<file path="src/rtl/clmul_seq_unit.sv">
// Multi-cycle carry-less multiply (CLMUL/CLMULH/CLMULR), one multiplier bit per
// cycle with early exit once the remaining multiplier bits are all zero.
package riscv_pkg;
    localparam int unsigned WIDTH = 64;

    typedef enum logic [4:0] {
        ALU_ADD, ALU_SUB, ALU_XOR, ALU_OR, ALU_AND, ALU_SLL, ALU_SRL, ALU_SRA,
        ALU_SLT, ALU_SLTU, ALU_CLMUL, ALU_CLMULH, ALU_CLMULR
    } op_alu_e;
endpackage

module clmul_seq_unit #(
    parameter int unsigned WIDTH = riscv_pkg::WIDTH
) (
    input  logic             clk,
    input  logic             rst_n,
    input  logic             flush_i,
    clmul_seq_unit_if.slave  bus
);
    import riscv_pkg::*;

    localparam logic [1:0] S_IDLE = 2'd0;
    localparam logic [1:0] S_BUSY = 2'd1;
    localparam logic [1:0] S_DONE = 2'd2;

    logic [1:0]         r_state, w_state_d;
    logic [2*WIDTH-1:0] r_a, w_a_d;
    logic [WIDTH-1:0]   r_b, w_b_d;
    logic [2*WIDTH-1:0] r_acc, w_acc_d;
    op_alu_e            r_op, w_op_d;
    logic [WIDTH-1:0]   r_result, w_result_d;
    logic               r_illegal, w_illegal_d;

    op_alu_e            w_op_in;
    logic               w_is_clmul;
    logic [2*WIDTH-1:0] w_acc_x;
    logic [WIDTH-1:0]   w_b_sh;
    logic [WIDTH-1:0]   w_sel;

    assign w_op_in    = op_alu_e'(bus.op_i);
    assign w_is_clmul = (w_op_in == ALU_CLMUL) || (w_op_in == ALU_CLMULH) ||
                        (w_op_in == ALU_CLMULR);
    // This cycle's partial product is folded in before the exit test.
    assign w_acc_x    = r_b[0] ? (r_acc ^ r_a) : r_acc;
    assign w_b_sh     = r_b >> 1;

    always_comb begin
        unique case (r_op)
            ALU_CLMULH: w_sel = w_acc_x[2*WIDTH-1:WIDTH];
            ALU_CLMULR: w_sel = w_acc_x[2*WIDTH-2:WIDTH-1];
            default:    w_sel = w_acc_x[WIDTH-1:0];
        endcase
    end

    always_comb begin
        w_state_d   = r_state;
        w_a_d       = r_a;
        w_b_d       = r_b;
        w_acc_d     = r_acc;
        w_op_d      = r_op;
        w_result_d  = r_result;
        w_illegal_d = r_illegal;
        if (flush_i) begin
            w_state_d = S_IDLE;
        end else begin
            case (r_state)
                S_IDLE: begin
                    if (bus.in_valid_i) begin
                        if (w_is_clmul) begin
                            w_a_d     = {{WIDTH{1'b0}}, bus.rs1_i};
                            w_b_d     = bus.rs2_i;
                            w_acc_d   = '0;
                            w_op_d    = w_op_in;
                            w_state_d = S_BUSY;
                        end else begin
                            w_result_d  = '0;
                            w_illegal_d = 1'b1;
                            w_state_d   = S_DONE;
                        end
                    end
                end
                S_BUSY: begin
                    w_a_d   = r_a << 1;
                    w_b_d   = w_b_sh;
                    w_acc_d = w_acc_x;
                    if (w_b_sh == '0) begin
                        w_result_d  = w_sel;
                        w_illegal_d = 1'b0;
                        w_state_d   = S_DONE;
                    end
                end
                S_DONE: begin
                    if (bus.out_ready_i) w_state_d = S_IDLE;
                end
                default: w_state_d = S_IDLE;
            endcase
        end
    end

    always_ff @(posedge clk or negedge rst_n) begin
        if (!rst_n) begin
            r_state   <= S_IDLE;
            r_a       <= '0;
            r_b       <= '0;
            r_acc     <= '0;
            r_op      <= ALU_CLMUL;
            r_result  <= '0;
            r_illegal <= 1'b0;
        end else begin
            r_state   <= w_state_d;
            r_a       <= w_a_d;
            r_b       <= w_b_d;
            r_acc     <= w_acc_d;
            r_op      <= w_op_d;
            r_result  <= w_result_d;
            r_illegal <= w_illegal_d;
        end
    end

    assign bus.in_ready_o  = (r_state == S_IDLE);
    assign bus.out_valid_o = (r_state == S_DONE);
    assign bus.result_o    = r_result;
    assign bus.illegal_o   = r_illegal;
endmodule
</file>
<file path="src/rtl/clmul_seq_unit_if.sv">
// Issue/result handshake bundle for the sequential carry-less multiply unit.
// The op field is carried as raw bits and typed inside the unit.
interface clmul_seq_unit_if #(
    parameter int unsigned WIDTH = 64,
    parameter int unsigned OP_W  = 5
);
    logic             in_valid_i;
    logic             in_ready_o;
    logic [OP_W-1:0]  op_i;
    logic [WIDTH-1:0] rs1_i;
    logic [WIDTH-1:0] rs2_i;
    logic             out_valid_o;
    logic             out_ready_i;
    logic [WIDTH-1:0] result_o;
    logic             illegal_o;

    modport master (
        output in_valid_i, op_i, rs1_i, rs2_i, out_ready_i,
        input  in_ready_o, out_valid_o, result_o, illegal_o
    );

    modport slave (
        input  in_valid_i, op_i, rs1_i, rs2_i, out_ready_i,
        output in_ready_o, out_valid_o, result_o, illegal_o
    );
endinterface

</file>
<file path="src/flat_wrapper.sv">
// flat-port wrapper written by rule: the top's interface ports become plain ports
module clmul_seq_unit_flat import riscv_pkg::*;
#(
    parameter int unsigned WIDTH = riscv_pkg::WIDTH
)
  (clk, rst_n, flush_i, bus_in_valid_i, bus_op_i, bus_rs1_i, bus_rs2_i, bus_out_ready_i, bus_in_ready_o, bus_out_valid_o, bus_result_o, bus_illegal_o);
  clmul_seq_unit_if #(.WIDTH(WIDTH)) bus_i ();
  input  logic clk;
  input  logic rst_n;
  input  logic flush_i;
  input wire logic [$bits(bus_i.in_valid_i)-1:0] bus_in_valid_i;
  input wire logic [$bits(bus_i.op_i)-1:0] bus_op_i;
  input wire logic [$bits(bus_i.rs1_i)-1:0] bus_rs1_i;
  input wire logic [$bits(bus_i.rs2_i)-1:0] bus_rs2_i;
  input wire logic [$bits(bus_i.out_ready_i)-1:0] bus_out_ready_i;
  output wire logic [$bits(bus_i.in_ready_o)-1:0] bus_in_ready_o;
  output wire logic [$bits(bus_i.out_valid_o)-1:0] bus_out_valid_o;
  output wire logic [$bits(bus_i.result_o)-1:0] bus_result_o;
  output wire logic [$bits(bus_i.illegal_o)-1:0] bus_illegal_o;
  assign bus_i.in_valid_i = bus_in_valid_i;
  assign bus_i.op_i = bus_op_i;
  assign bus_i.rs1_i = bus_rs1_i;
  assign bus_i.rs2_i = bus_rs2_i;
  assign bus_i.out_ready_i = bus_out_ready_i;
  assign bus_in_ready_o = bus_i.in_ready_o;
  assign bus_out_valid_o = bus_i.out_valid_o;
  assign bus_result_o = bus_i.result_o;
  assign bus_illegal_o = bus_i.illegal_o;
  clmul_seq_unit #(.WIDTH(WIDTH)) u_core (.clk(clk), .rst_n(rst_n), .flush_i(flush_i), .bus(bus_i));
endmodule
</file>
<file path="config.mk">
export PLATFORM = sky130hd
export DESIGN_NAME = clmul_seq_unit_flat
export DESIGN_NICKNAME = d
export VERILOG_FILES = /design/src/rtl/clmul_seq_unit.sv /design/src/rtl/clmul_seq_unit_if.sv /design/src/flat_wrapper.sv
export SDC_FILE = /design/constraint.sdc
export NUM_CORES = 1
export LEC_CHECK = 0
export CAP_MARGIN = 20
export CORE_ASPECT_RATIO = 0.7
export CORE_MARGIN = 3
export CORE_UTILIZATION = 40
export DETAILED_ROUTE_END_ITERATION = 8
export SYNTH_ARGS = -nofsm -noshare
export SYNTH_HDL_FRONTEND = slang
export SYNTH_SLANG_ARGS = --single-unit
</file>
<file path="constraint.sdc">
create_clock -name clk -period 2.3 [get_ports clk]
set_input_delay 0.46 -clock clk [delete_from_list [all_inputs] [get_ports clk]]
set_output_delay 0.46 -clock clk [all_outputs]
set_load 0.1 [all_outputs]
</file>
Word level (Yosys, flattened, before mapping)
Index checks and enable logic that the tools add are counted.
- multiplexer cells: 25
- reduce and logical (&&, ||, !) cells: 9
- eq/ne operators: 14
- bitwise gates (word level): 2
- operator list (kind ; count):
    $mux 128 ; 5
    $pmux 128 s2 ; 2
    $pmux 64 s2 ; 3
    $mux 64 ; 5
    $xor 128x128->128 ; 1
    $logic_not 64->1 ; 1
    $eq 5x4->1 const B ; 5
    $mux 2 ; 5
    $reduce_and 4->1 ; 2
    $ne 3x3->1 const B ; 2
    $pmux 2 s3 ; 1
    $reduce_and 5->1 ; 1
    $ne 2x1->1 const B ; 2
    $ne 2x2->1 const B ; 2
    $mux 1 ; 3
    $ne 3x2->1 const B ; 1
    $reduce_and 3->1 ; 1
    $eq 2x1->1 const B ; 1
    $eq 2x2->1 const B ; 1
    $logic_not 2->1 ; 1
    $logic_or 1x1->1 ; 2
    $pmux 1 s2 ; 1
    $reduce_bool 2->1 ; 1
    $not 1->1 ; 1
- register bits: 392
- input bits: 138

Longest topological paths before layout
- depth after elaboration: 7
- mapped depth: 8
- mapped depth without buffers: 5

Worst setup path after synthesis
OpenSTA, ideal clock, no wires.
- path kind: reg-to-output
- start: reg u_core.r_state[0]
- end: out bus_in_ready_o
- buffers on the path: 1
- path slack: 0.081 ns
- data arrival time: 1.759 ns
- stages on the path, launching flop included: 3
- path through: dfrtp_1 buf_2 nor2_1
- cells in the longest elaborated chain, start to end: 1
- ends and longest elaborated chain (what ; RTL line ; RTL):
    start, declared ; clmul_seq_unit.sv:26 ; logic [1:0] r_state, w_state_d;
    start signal, assigned ; clmul_seq_unit.sv:110 ; r_state <= w_state_d;
    $logic_not 2->1 ; clmul_seq_unit.sv:120 ; assign bus.in_ready_o = (r_state == S_IDLE);
    end, declared ; flat_wrapper.sv:16 ; output wire logic [$bits(bus_i.in_ready_o)-1:0] bus_in_ready_o;
Every way passes these cells.

Worst setup path in the final report
- start: reg u_core.r_b[43]
- end: reg u_core.r_illegal, in the netlist u_core.bus.illegal_o
- cells in the longest elaborated chain, start to end: 3
- ends and longest elaborated chain (what ; RTL line ; RTL):
    start, declared ; clmul_seq_unit.sv:28 ; logic [WIDTH-1:0] r_b, w_b_d;
    start signal, assigned ; clmul_seq_unit.sv:112 ; r_b <= w_b_d;
    $logic_not 64->1 ; clmul_seq_unit.sv:86 ; if (w_b_sh == '0) begin
    $ne 2x1->1 (no source line) ; - ;
    $reduce_and 5->1 (no source line) ; - ;
    end signal, assigned ; clmul_seq_unit.sv:116 ; r_illegal <= w_illegal_d;
    end, declared ; clmul_seq_unit.sv:32 ; logic r_illegal, w_illegal_d;
Every way passes these cells.
A chain may end at the register's enable or synchronous reset.

==> out/qor.yml <==
synth_edf_count: 0
grt_max_degree: 119
status: "finished clean"
dr_total_vias: 15508
synthCells: 2041
period_share_pct: 95.45
drv_cap: 0
hold_viol_final: 0
clock_latency_ns: 0.55
vias_per_cell: 5.422
cts-resized-gates: 0
hp-class: "in2async"
hpwl_um: 32960
period_minus_slack_ns: 2.195
utilization_pct: 50.53
finalClockSkew_ns: 0.02065
io_pins: 205
max_stage_delay_ns: 0.44
maxSlewViolCount: 0
mostFrequentLayoutCell: "nand2_1"
cts_tree: "built"
grt_usage_pct: 20.10
powerDensity_nw_per_um2: 788.4
rsz0062_at_grt: "false"
syn_area_per_cell_um2: 9.501
grt_pass1_vias: 15649
grt_pass1_wl_um: 85410
antenna_found_initial: 0
worst-path-buf-inv: 2
portBuffers: 204
cts.path.max_buffers: 3
start_kind: "register"
holdWs_ns: 0.3639
fp-row-count: 66
initial_core_util_pct: 41.13
worst-setup-path-type: "reg2reg"
yosysSeqAreaShare_pct: 50.60
dieArea_um2: 51200
synth_ff_type: "dfrtp_1"
tightest_slew_ns: 0.7378
place_congestion: 0.7968
ys_types: 39
h-tree-depth: 2
antenna_cells: 0
setup_viol: 0
core_um2: 47150
dr.first_iter.drc_count: 1234
p_leak_uw: 0.009732
postRouteWirelength_um: 51540
syn2layout_area_growth_pct: 22.87
async_reset_ff_share_pct: 100.0
worstPathRequired_ns: 2.73
slew_headroom_pct: 50.82
cts.clk_slew.worst_paths_ns: 0.06
avgRoutedWirePerCell_um: 18.02
cp_slowest_cell: "nor4_1"
root_buffer: "clkbuf_16"
ant_nets: 0
ir_drop_v: 0.0005327
ctsHoldBuffers: 1
grt_remaining_overflow: 0
fp.dieW_um: 269.2
max_freq_mhz: 455.5
drive_gt1_share_pct: 10.07
die_h_um: 190.2
end_kind: "register"
crit_fanout: 20
power_uw: 18790
cts_setup_buffers: 0
synth_area_um2: 19390
yosys_warnings: 0
cp.arrival_ns: 2.62
drc: 0
syn_nets: 2179
clkSinkCount: 392
cts-buffers-inserted: 41
layout_common_cells: "nand2_1 (446), dfrtp_1 (389), o21ai_0 (325)"
layout.nets: 2320
crit_family: "simple AND/OR/NAND/NOR gates"
ys_ff_latch: 392
crit_chain: "nor4_1, nand4_1, nor4_2, buf_4, o21ai_4, buf_12, a22o_1"
dr.pass1.iters: 5
worst reg2reg max path, cell delays in order, from the launching register on:
cell	delay (ns)
dfrtp_1	0.40
nor4_1	0.44
nand4_1	0.33
nor4_2	0.24
buf_4	0.19
o21ai_4	0.11
buf_12	0.19
a22o_1	0.19
Yosys cell counts (4+ instances only):
| cell type | number | area, µm² |
|---|---|---|
| xor2_1 | 128 | 1121 |
| inv_1 | 4 | 15.01 |
| nor2_1 | 7 | 26.28 |
| clkbuf_1 | 128 | 480.5 |
| o21ai_0 | 325 | 1627 |
| o31ai_1 | 128 | 960.9 |
| nand2_1 | 449 | 1685 |
| o22ai_1 | 63 | 394.1 |
| o2bb2ai_1 | 64 | 560.5 |
| buf_6 | 8 | 90.09 |
| dfrtp_1 | 390 | 9759 |
| o211ai_1 | 64 | 480.5 |
| mux2i_1 | 127 | 1271 |
| a21oi_1 | 68 | 340.3 |
| buf_1 | 6 | 22.52 |
| nand4_1 | 4 | 25.02 |
| nor4_1 | 15 | 93.84 |
| buf_2 | 35 | 175.2 |
final timing paths:
kind                       slack, ns                    to      startpoint  depth (start not counted)
max                             0.10  u_core.bus.illegal_o  u_core.r_b[43]                          7
min                             0.36        u_core.r_b[41]           rst_n                          2
max in group asynchronous       1.16      u_core.r_acc[26]           rst_n                          3
max reg2reg                     0.10  u_core.bus.illegal_o  u_core.r_b[43]                          7
min reg2reg                     0.49        u_core.r_op[1]  u_core.r_op[1]                          2
min in group clk                0.47         u_core.r_a[0]    bus_rs1_i[0]                          3
sequential cells by signal, indices dropped and copies added (netlist names):
| register | cells |
|---|---|
| u_core.bus.illegal_o | 1 |
| u_core.bus.result_o | 64 |
| u_core.r_a | 128 |
| u_core.r_acc | 128 |
| u_core.r_b | 64 |
| u_core.r_op | 5 |
| u_core.r_state | 2 |
metal layers:
metal | GRT usage [%] | up-vias | routed length, µm
li1 | - | 7568 | -
met1 | 30.07 | 7583 | 25870
met2 | 30.84 | 310 | 22640
met3 | 3.559 | 47 | 2379
met4 | 3.583 | 0 | 647
met5 | 0 | - | 0
report_power, final:
group          internal, µW  switching, µW
sequential             7800            877
combinational          1150           1920
clock                  4190           2850
total                 13100           5640
layout make-up:
| cell class | instances | area (µm²) |
|---|---|---|
| timing repair buffer | 277 | 2930 |
| sequential | 392 | 9816 |
| tap | 646 | 808.3 |
| fill | 4310 | 23320 |
| clock buffer | 59 | 1196 |
| inverter | 4 | 15.01 |
| multi-input combinational | 1466 | 8851 |
| clock inverter | 16 | 211.5 |
logic make-up (layout without fill, tap and decap cells):
kind of cell    after synthesis  in the layout  share of synthesized area, %
compound gates              721            721                         22.92
xor+xnor                    128            128                         5.781
buf+inv                     183            356                         4.116
flops                       392            392                         50.60
mux                         129            129                         6.671
simple gates                488            488                         9.917
metrics by stage:
| step | std cells | worst slack, ns | instance area [µm²] | TNS [ns] |
|---|---|---|---|---|
| floorplan | 2041 | 0.08087 | 19390 | 0 |
| global placement | 2784 | -0.2534 | 22410 | -42.85 |
| detailed placement | 2784 | -0.2261 | 22410 | -45.70 |
| CTS | 2860 | 0.1573 | 23830 | 0 |
| global route | 2860 | 0.005224 | 23830 | 0 |
| finish | 2860 | 0.1047 | 23830 | 0 |
(Power assumes the default switching activity.)
